==> src/rtl/acc_seq_pkg.sv <==
// Shared op codes and sequencer state encoding for the accumulator and its sequencer.
package acc_seq_pkg;

    localparam int DATA_W = 16;

    localparam logic [2:0] OP_NOP  = 3'd0;
    localparam logic [2:0] A_INC   = 3'd1;
    localparam logic [2:0] A_DEC   = 3'd2;
    localparam logic [2:0] A_SHL   = 3'd3;
    localparam logic [2:0] A_SHR   = 3'd4;
    localparam logic [2:0] A_NOT   = 3'd5;
    localparam logic [2:0] A_COM   = 3'd6;
    localparam logic [2:0] OP_LOAD = 3'd7;

    localparam logic [1:0] ST_IDLE    = 2'd0;
    localparam logic [1:0] ST_ISSUE   = 2'd1;
    localparam logic [1:0] ST_LOADING = 2'd2;
    localparam logic [1:0] ST_DONE    = 2'd3;

endpackage

==> src/rtl/acc_seq.sv <==
// Command sequencer for the accumulator: repeats an op N times, issues loads,
// tracks carries and reports completion.
module acc_seq
    import acc_seq_pkg::*;
(
    input  logic              clk,
    input  logic              rst_n,
    input  logic              cmd_valid,
    output logic              cmd_ready,
    input  logic [2:0]        cmd_op,
    input  logic [3:0]        cmd_count,
    input  logic [DATA_W-1:0] cmd_data,
    input  logic              abort,
    output logic              load,
    output logic [2:0]        a_op,
    output logic [DATA_W-1:0] bus_out,
    input  logic              flag_c_in,
    output logic              flag_c_out,
    output logic              busy,
    output logic              done,
    output logic              carry_seen
);

    logic [1:0] state;
    logic [3:0] remaining;
    logic       accept;

    assign cmd_ready = (state == ST_IDLE) && !abort;
    assign accept    = cmd_valid && cmd_ready;
    assign busy      = (state != ST_IDLE);
    assign done      = (state == ST_DONE);

    // Carry is handed straight back so NOP cycles keep it alive.
    always_ff @(posedge clk or negedge rst_n) begin
        if (!rst_n) flag_c_out <= 1'b0;
        else        flag_c_out <= flag_c_in;
    end

    always_ff @(posedge clk or negedge rst_n) begin
        if (!rst_n) begin
            state      <= ST_IDLE;
            a_op       <= OP_NOP;
            load       <= 1'b0;
            bus_out    <= '0;
            carry_seen <= 1'b0;
            remaining  <= '0;
        end else begin
            case (state)
                ST_IDLE: begin
                    if (accept) begin
                        carry_seen <= 1'b0;
                        case (cmd_op)
                            OP_NOP: state <= ST_DONE;
                            OP_LOAD: begin
                                load    <= 1'b1;
                                bus_out <= cmd_data;
                                state   <= ST_LOADING;
                            end
                            default: begin
                                a_op      <= cmd_op;
                                remaining <= cmd_count;
                                state     <= ST_ISSUE;
                            end
                        endcase
                    end
                end
                ST_ISSUE: begin
                    // Abort leaves carry_seen with whatever it had gathered so far.
                    if (abort) begin
                        a_op  <= OP_NOP;
                        state <= ST_IDLE;
                    end else begin
                        carry_seen <= carry_seen | flag_c_in;
                        if (remaining == 4'd0) begin
                            a_op  <= OP_NOP;
                            state <= ST_DONE;
                        end else begin
                            remaining <= remaining - 4'd1;
                        end
                    end
                end
                ST_LOADING: begin
                    load  <= 1'b0;
                    state <= abort ? ST_IDLE : ST_DONE;
                end
                default: state <= ST_IDLE;
            endcase
        end
    end

endmodule

==> config.mk <==
export PLATFORM = sky130hd
export DESIGN_NAME = acc_seq
export DESIGN_NICKNAME = d
export VERILOG_FILES = /design/src/rtl/acc_seq_pkg.sv /design/src/rtl/acc_seq.sv
export SDC_FILE = /design/constraint.sdc
export NUM_CORES = 1
export LEC_CHECK = 0
export ABC_AREA = 1
export ABC_CLOCK_PERIOD_IN_PS = 4000
export CORE_UTILIZATION = 45
export CTS_CLUSTER_SIZE = 30
export DETAILED_ROUTE_END_ITERATION = 6
export GPL_TIMING_DRIVEN = 0
export HOLD_SLACK_MARGIN = 0.1
export PLACE_DENSITY = 0.88
export SLEW_MARGIN = 15
export SYNTH_ARGS = -nofsm -noshare
export SYNTH_HDL_FRONTEND = slang
export SYNTH_SLANG_ARGS = --single-unit
==> constraint.sdc <==
create_clock -name clk -period 4 [get_ports clk]
set_clock_uncertainty 0.1 [all_clocks]
set_input_delay 0.8 -clock clk [delete_from_list [all_inputs] [get_ports clk]]
set_output_delay 0.8 -clock clk [all_outputs]
set_load 0.05 [all_outputs]
==> impl_metrics.csv, run 1 <==
group,metric,value,unit
pwr,total_power,1.75,mW
yosys,synth-edff-count,0,
yosys,syn-instance-count,174,
detailed_routing,routed_wl,3140,um
place,placement.io_buffers,52,
place,detailed_place_hpwl,2340,um
critical_path,critical_path_arrival,2.26,ns
detailed_routing,drt_drc_violations_left,0,
detailed_routing,route.antenna.remaining_nets,0,
detailed_routing,avgViaCountPerCell,4.84,
yosys,mappedNetlistArea,1440,um2
clock_network,post_cts_resized,0,
yosys,ys_seq_area_share,48.7,%
floorplan,fp.dieW,58.5,um
detailed_routing,drtIter0Drc,66,
critical_path,timing_worst_setup_path_type,"flip-flop to output pin",
sta,finalSetupViolations,0,
clock_network,clock-sinks,28,
pwr,switching_power_of_the_nets,0.879,mW
global_routing,grt_util_all_layers,19.8,%
global_routing,grt_pass1_vias,1220,
cells_and_area,post_route_cells_drive_above_1_share,6.96,%
pwr,p_int,0.866,mW
yosys,synthesis.area_per_instance,8.26,um2
sta,drv_slew,0,
pwr,power_per_cell_area,847,nW/um2
pwr,clkPwrFrac,10.7,%
pwr,swShare,50.4,%
sta,maxSlewHeadroom,59.5,%
cells_and_area,num-fill-cells,259,
cells_and_area,multi_input_comb_area,643,um2
clock_network,cts_inserted_buffers,3,
critical_path,worst-path-max-fanout,6,
worst_hold_path,worst_hold_path_type,"primary input to async pin",
outcome,status,"completed",
sta,max_slew.worst_pin.slew,0.608,ns
global_routing,grt_remaining_overflow,0,
critical_path,worst-endpoint-required,3.10,ns
pwr,p_leak,1.02,nW
clock_network,clk_pin_slew_worst_paths,0.15,ns
sta,final.min_clock_period,3.16,ns
clock_network,worstSkewPairLatency,0.33,ns
sta,max_clock_freq,316,MHz
clock_network,ctsHtreeMaxLevel,1,
floorplan,core-area,3050,um2
pwr,comb_power_share,61.6,%
sta,timing.final.crit_share,79.1,%
cells_and_area,finish.net_count,266,
yosys,synth_fp_nets,209,
sta,final-hold-violation-count,0,
floorplan,start_util,47.1,%
detailed_routing,routed_wire_per_std_cell,11.4,um
pwr,irDropWorstVdd,0.000380,V
cells_and_area,final_util,67.5,%
critical_path,critical_path_sink_type,"output pin",
clock_network,root_buffer,"sky130_fd_sc_hd__clkbuf_4",
cells_and_area,layout.area.seq,701,um2
pwr,pwr-share-seq,27.7,%
sta,grt_setup_unrepaired,"false",
yosys,synth-seq-cells,28,
job,maxCapViolations,0,
clock_network,cts_tree,"done",
floorplan,row_count,20,
clock_network,cts_setup_buffers,0,
cells_and_area,antenna_diode_count,0,
yosys,ys_types,22,
floorplan,die_y,58.5,um
yosys,synth-main-ff-cell,"sky130_fd_sc_hd__dfrtp_1",
clock_network,clockBufferDepth,2,
sta,setup-tns-final,0,ns
detailed_routing,vias,1326,
sta,whs,0.352,ns
critical_path,startpoint_type,"flip-flop",
detailed_routing,dr.pass1.iters,4,
place,place.gp.congestion,0.821,
floorplan,boundaryPins,53,
global_routing,global_route_wire_length_before_repair,5180,um
global_routing,pin_count_of_the_biggest_net_entering_global_routing,29,
global_routing,grt_antenna_before_repair,0,
yosys,yosys_warnings,0,
floorplan,dieArea,3420,um2
clock_network,ctsHoldBuffers,0,
yosys,ys_async_sr_fraction,100,%
cells_and_area,area_growth,43.3,%
critical path, stage by stage, from the launching register on:
cell and delay, ns:
sky130_fd_sc_hd__dfrtp_1 0.48, sky130_fd_sc_hd__inv_1 0.12, sky130_fd_sc_hd__ha_1 0.28, sky130_fd_sc_hd__inv_1 0.14, sky130_fd_sc_hd__nor2_1 0.11, sky130_fd_sc_hd__clkdlybuf4s50_1 0.80
power by group through the flow:
stage | combinational [mW] | clock (mW) | sequential [mW]
after floorplan | 0.390 | 0 | 0.833
after global placement | 1.05 | 0 | 0.485
after detailed placement | 1.07 | 0 | 0.492
after CTS | 1.08 | 0.191 | 0.484
after global routing | 1.15 | 0.200 | 0.503
final | 1.07 | 0.187 | 0.484
layout by cell type, fill, tap and decap left out, types with 5 or more instances in the layout:
cell                              synthesis  final
sky130_fd_sc_hd__nand2_1                 66     66
sky130_fd_sc_hd__o21ai_0                 22     22
sky130_fd_sc_hd__clkdlybuf4s50_1          0     51
sky130_fd_sc_hd__dfrtp_1                 28     28
sky130_fd_sc_hd__inv_1                   14     14
sky130_fd_sc_hd__ha_1                     7      7
sky130_fd_sc_hd__nor2_1                   9      9
sky130_fd_sc_hd__nand3_1                  5      5
registers in the layout, summed over array words and instances, names as in the netlist:
| name | count |
|---|---|
| a_op | 3 |
| remaining | 4 |
| carry_seen | 1 |
| load | 1 |
| state | 2 |
| bus_out | 16 |
| flag_c_out | 1 |
synth_stat cells (2+ instances only):
| cell | number | area [um2] |
|---|---|---|
| sky130_fd_sc_hd__nand2_1 | 66 | 248 |
| sky130_fd_sc_hd__dfrtp_1 | 28 | 701 |
| sky130_fd_sc_hd__o21ai_0 | 22 | 110 |
| sky130_fd_sc_hd__inv_1 | 14 | 52.6 |
| sky130_fd_sc_hd__nor2_1 | 9 | 33.8 |
| sky130_fd_sc_hd__ha_1 | 7 | 87.6 |
| sky130_fd_sc_hd__nand3_1 | 5 | 25.0 |
| sky130_fd_sc_hd__nand3_2 | 3 | 30.0 |
| sky130_fd_sc_hd__nand4_1 | 3 | 18.8 |
| sky130_fd_sc_hd__a21boi_0 | 2 | 15.0 |
| sky130_fd_sc_hd__buf_6 | 2 | 22.5 |
| sky130_fd_sc_hd__clkbuf_1 | 2 | 7.51 |
| sky130_fd_sc_hd__o21ai_1 | 2 | 10.0 |
final timing paths:
check,start,endpoint,slack [ns],depth (start not counted)
worst min-delay path,rst_n,remaining[2],0.35,1
worst max register to register,state[0],bus_out[8],2.15,7
min in group clk,a_op[2],a_op[2],0.39,2
max in group asynchronous,rst_n,a_op[0],3.05,1
worst max-delay path,state[0],cmd_ready,0.84,5
worst min register to register,a_op[2],a_op[2],0.39,2
per-stage QoR:
stage	area (um2)	setup WS [ns]	std cells
after global placement	2010	0.922	270
after floorplan	1440	1.36	174
after global routing	2060	0.727	274
final	2060	0.836	274
after detailed placement	2010	0.915	270
after CTS	2060	0.831	274
final cells by class:
| cell class | instances | area share [%] |
|---|---|---|
| well taps | 44 | 2.67 |
| inverters | 15 | 2.85 |
| flip-flops and latches | 28 | 34.0 |
| plain buffers | 5 | 1.70 |
| clock inverters | 1 | 1.46 |
| clock buffers | 3 | 1.09 |
| multi-input cells | 126 | 31.2 |
| repair buffers | 52 | 25.0 |
cells by family (layout without fill, tap and decap cells):
family / Yosys count / count (layout) / share of synthesized area (%)
and+or+nand+nor: 89 / 89 / 27.2
AOI/OAI and AO/OA: 29 / 29 / 10.9
adders and majority gates: 7 / 7 / 6.09
DFF: 28 / 28 / 48.7
xor gates and xnor gates: 1 / 1 / 0.609
buffers and inverters: 20 / 76 / 6.53
per-layer routing:
| metal | GRT usage [%] | vias to the layer above | share of wire (%) |
|---|---|---|---|
| met5 | 0 | - | 0 |
| met4 | 8.16 | 0 | 1.6 |
| met3 | 2.42 | 6 | 5.3 |
| met2 | 36.1 | 48 | 49 |
| met1 | 23.7 | 604 | 44 |
| li1 | - | 668 | - |
No activity file was read; power rests on OpenSTA's default activity.
==> run 2, diff against run 1 <==
--- a/config.mk
+++ b/config.mk
@@ -6,13 +6,13 @@
 export NUM_CORES = 1
 export LEC_CHECK = 0
 export ABC_AREA = 1
-export ABC_CLOCK_PERIOD_IN_PS = 4000
-export CORE_UTILIZATION = 45
+export ABC_CLOCK_PERIOD_IN_PS = 2800
+export CORE_UTILIZATION = 40
 export CTS_CLUSTER_SIZE = 30
 export DETAILED_ROUTE_END_ITERATION = 6
 export GPL_TIMING_DRIVEN = 0
 export HOLD_SLACK_MARGIN = 0.1
-export PLACE_DENSITY = 0.88
+export PLACE_DENSITY = 0.83
 export SLEW_MARGIN = 15
 export SYNTH_ARGS = -nofsm -noshare
 export SYNTH_HDL_FRONTEND = slang
==> constraint.sdc (replaced) <==
create_clock -name clk -period 2.8 [get_ports clk]
set_clock_uncertainty 0.1 [all_clocks]
set_input_delay 0.56 -clock clk [delete_from_list [all_inputs] [get_ports clk]]
set_output_delay 0.56 -clock clk [all_outputs]
set_load 0.05 [all_outputs]
==> run 2 against run 1 <==
  * Critical endpoint unchanged
  * Power rose by 37%
  * Largest cell class unchanged
  * Critical path type unchanged
  * Worst hold slack got worse by 0.24 ns
  * Final cell count rose by 0.73%
  * First-iteration DRC count fell by 42%
  * Largest power group unchanged
  * Combinational power rose by 41%
  * Routed wire length fell by 2.2%
  * Cell area fell by 0.79%
  * Critical path depth did not move
  * Setup slack got worse by 0.63 ns
==> impl_metrics.csv, run 2 (synthesis results as in run 1) <==
group,metric,value,unit
outcome,status,"completed",
sta,final-hold-violation-count,0,
place,detailed_place_hpwl,2360,um
global_routing,grt_pass1_vias,1065,
detailed_routing,route.antenna.remaining_nets,0,
sta,finalSetupViolations,0,
critical_path,worst-endpoint-required,2.14,ns
critical_path,path_cells,"inv_1 -> ha_1 -> inv_1 -> nor2_1 -> dlygate4sd2_1",
floorplan,row_count,21,
global_routing,grt_remaining_overflow,0,
cells_and_area,antenna_diode_count,0,
clock_network,worstSkewPairLatency,0.33,ns
critical_path,worst_path_max_delay_cell,"sky130_fd_sc_hd__dlygate4sd2_1",
floorplan,dieArea,3840,um2
global_routing,pin_count_of_the_biggest_net_entering_global_routing,29,
clock_network,clock-sinks,28,
clock_network,ctsHoldBuffers,0,
cells_and_area,area_growth,42.2,%
cells_and_area,largest_register_ffs,16,
sta,setup-tns-final,0,ns
critical_path,setup.worst_path.end,"cmd_ready",
place,place.gp.congestion,0.793,
pwr,p_leak,1.01,nW
cells_and_area,largestRegisters,"bus_out (16), remaining (4), a_op (3)",
floorplan,start_util,42.4,%
floorplan,fp.dieW,62.0,um
critical_path,startpoint_type,"flip-flop",
critical_path,critical_path_arrival,1.93,ns
critical_path,reg2regPathDepth,7,
clock_network,cts_tree,"done",
job,maxCapViolations,0,
sta,timing.final.crit_share,92.5,%
critical_path,worst-path-max-fanout,6,
cells_and_area,final_common_cell,"sky130_fd_sc_hd__nand2_1",
cells_and_area,registers.top_by_ff_count,"bus_out",
detailed_routing,dr.pass1.iters,4,
detailed_routing,routed_wire_per_std_cell,11.1,um
clock_network,cts_inserted_buffers,3,
cells_and_area,post_route_cells_drive_above_1_share,6.96,%
sta,grt_setup_unrepaired,"false",
sta,max_slew.worst_pin.slew,0.611,ns
pwr,power_per_cell_area,1170,nW/um2
critical_path,reg2reg_slack,0.98,ns
detailed_routing,drtIter0Drc,38,
global_routing,grt_util_all_layers,16.5,%
worst_hold_path,worst_hold_path_type,"primary input to async pin",
clock_network,clockBufferDepth,2,
detailed_routing,routed_wl,3070,um
cells_and_area,finish.net_count,266,
sta,max_clock_freq,386,MHz
sta,drv_slew,0,
sta,maxSlewHeadroom,59.3,%
pwr,total_power,2.40,mW
detailed_routing,vias,1272,
floorplan,core-area,3390,um2
clock_network,ctsHtreeMaxLevel,1,
critical_path,r2r_start,"state[0]",
clock_network,root_buffer,"sky130_fd_sc_hd__clkbuf_4",
critical_path,timing_worst_setup_path_type,"flip-flop to output pin",
critical_path,most_repeated_library_cell_on_the_critical_path,"sky130_fd_sc_hd__inv_1",
detailed_routing,drt_drc_violations_left,0,
floorplan,die_y,62.0,um
cells_and_area,num-fill-cells,284,
clock_network,clk_pin_slew_worst_paths,0.15,ns
global_routing,grt_antenna_before_repair,0,
cells_and_area,leading_cell_types_in_the_layout_fill_and_taps_excluded,"66 x sky130_fd_sc_hd__nand2_1, 49 x sky130_fd_sc_hd__clkdlybuf4s50_1, 28 x sky130_fd_sc_hd__dfrtp_1, 22 x sky130_fd_sc_hd__o21ai_0, 14 x sky130_fd_sc_hd__inv_1",
sta,final.min_clock_period,2.59,ns
critical_path,critical_path_sink_type,"output pin",
critical_path,timing.critical_path.slowest_cell_delay,0.53,ns
global_routing,global_route_wire_length_before_repair,4700,um
pwr,irDropWorstVdd,0.000565,V
floorplan,boundaryPins,53,
place,placement.io_buffers,52,
critical_path,reg2reg_to,"bus_out[12]",
detailed_routing,avgViaCountPerCell,4.61,
critical_path,cp-startpoint,"state[0]",
[run 2: cell types whose count changed in the layout (fill, tap and decap cells not counted)]
cell                              previous run  this run
sky130_fd_sc_hd__clkbuf_8                    0         1
sky130_fd_sc_hd__bufinv_16                   1         0
sky130_fd_sc_hd__clkdlybuf4s50_1            51        49
sky130_fd_sc_hd__dlygate4sd2_1               0         2
[run 2: area by class of cell]
| type | count | area (um2) | area share (%) |
|---|---|---|---|
| sequential | 28 | 701 | 34.3 |
| multi-input combinational | 126 | 643 | 31.5 |
| timing repair buffer | 52 | 513 | 25.1 |
| inverter | 15 | 58.8 | 2.88 |
| tap | 46 | 57.6 | 2.82 |
| clock buffer | 4 | 36.3 | 1.77 |
| buffer | 5 | 35.0 | 1.71 |
[run 2: worst min path at each step]
stage	start	to	slack (ns)
2_1_floorplan	rst_n	a_op[0]	0.16
3_5_place_dp	a_op[1]	a_op[1]	0.36
5_1_grt	rst_n	bus_out[13]	0.15
4_1_cts	rst_n	bus_out[13]	0.14
6_report	rst_n	bus_out[13]	0.11
3_3_place_gp	a_op[1]	a_op[1]	0.36
[run 2: metal layers]
metal / vias up / track usage, % / share of wire, %
li1: 671 / - / -
met1: 571 / 22.6 / 48
met2: 28 / 26.3 / 47
met3: 2 / 3.93 / 3.8
met4: 0 / 3.81 / 0.85
met5: - / 0 / 0
[run 2: per-stage QoR]
step | utilization (%) | setup slack, ns | std cells | hold WS, ns | instance area (um2)
6_report | 60.3 | 0.210 | 276 | 0.114 | 2040
5_1_grt | 60.3 | 0.0631 | 276 | 0.149 | 2040
4_1_cts | 60.3 | 0.181 | 276 | 0.138 | 2040
3_5_place_dp | 59.3 | 0.195 | 272 | 0.361 | 2010
3_3_place_gp | 59.5 | 0.204 | 272 | 0.359 | 2020
2_1_floorplan | - | 0.399 | 174 | 0.164 | 1440
[run 2: power by group]
group / switching [mW] / internal (mW) / total (mW)
registers: 0.112 / 0.585 / 0.697
logic: 1.01 / 0.497 / 1.51
clock network: 0.118 / 0.0796 / 0.197
total: 1.24 / 1.16 / 2.40
[run 2: what timing repair did]
item / 4_1_cts / 5_1_grt
setup endpoints to repair: 2 / 0
resized for setup: 2 / 0
setup buffers: 0 / 0
[run 2: worst max-delay path: cells and delay by family (launching register included)]
kind          cells  cell delay, ns
fa+ha+maj         1            0.26
buf+inv           3            0.78
flops             1            0.48
simple gates      1            0.10
==> run 3, diff against run 2 <==
--- a/config.mk
+++ b/config.mk
@@ -11,7 +11,7 @@
 export CTS_CLUSTER_SIZE = 30
 export DETAILED_ROUTE_END_ITERATION = 6
 export GPL_TIMING_DRIVEN = 0
-export HOLD_SLACK_MARGIN = 0.1
+export HOLD_SLACK_MARGIN = 0.08
 export PLACE_DENSITY = 0.83
 export SLEW_MARGIN = 15
 export SYNTH_ARGS = -nofsm -noshare
==> results of run 3 <==
Final layout, timing and power as in run 2 (identical DEF).
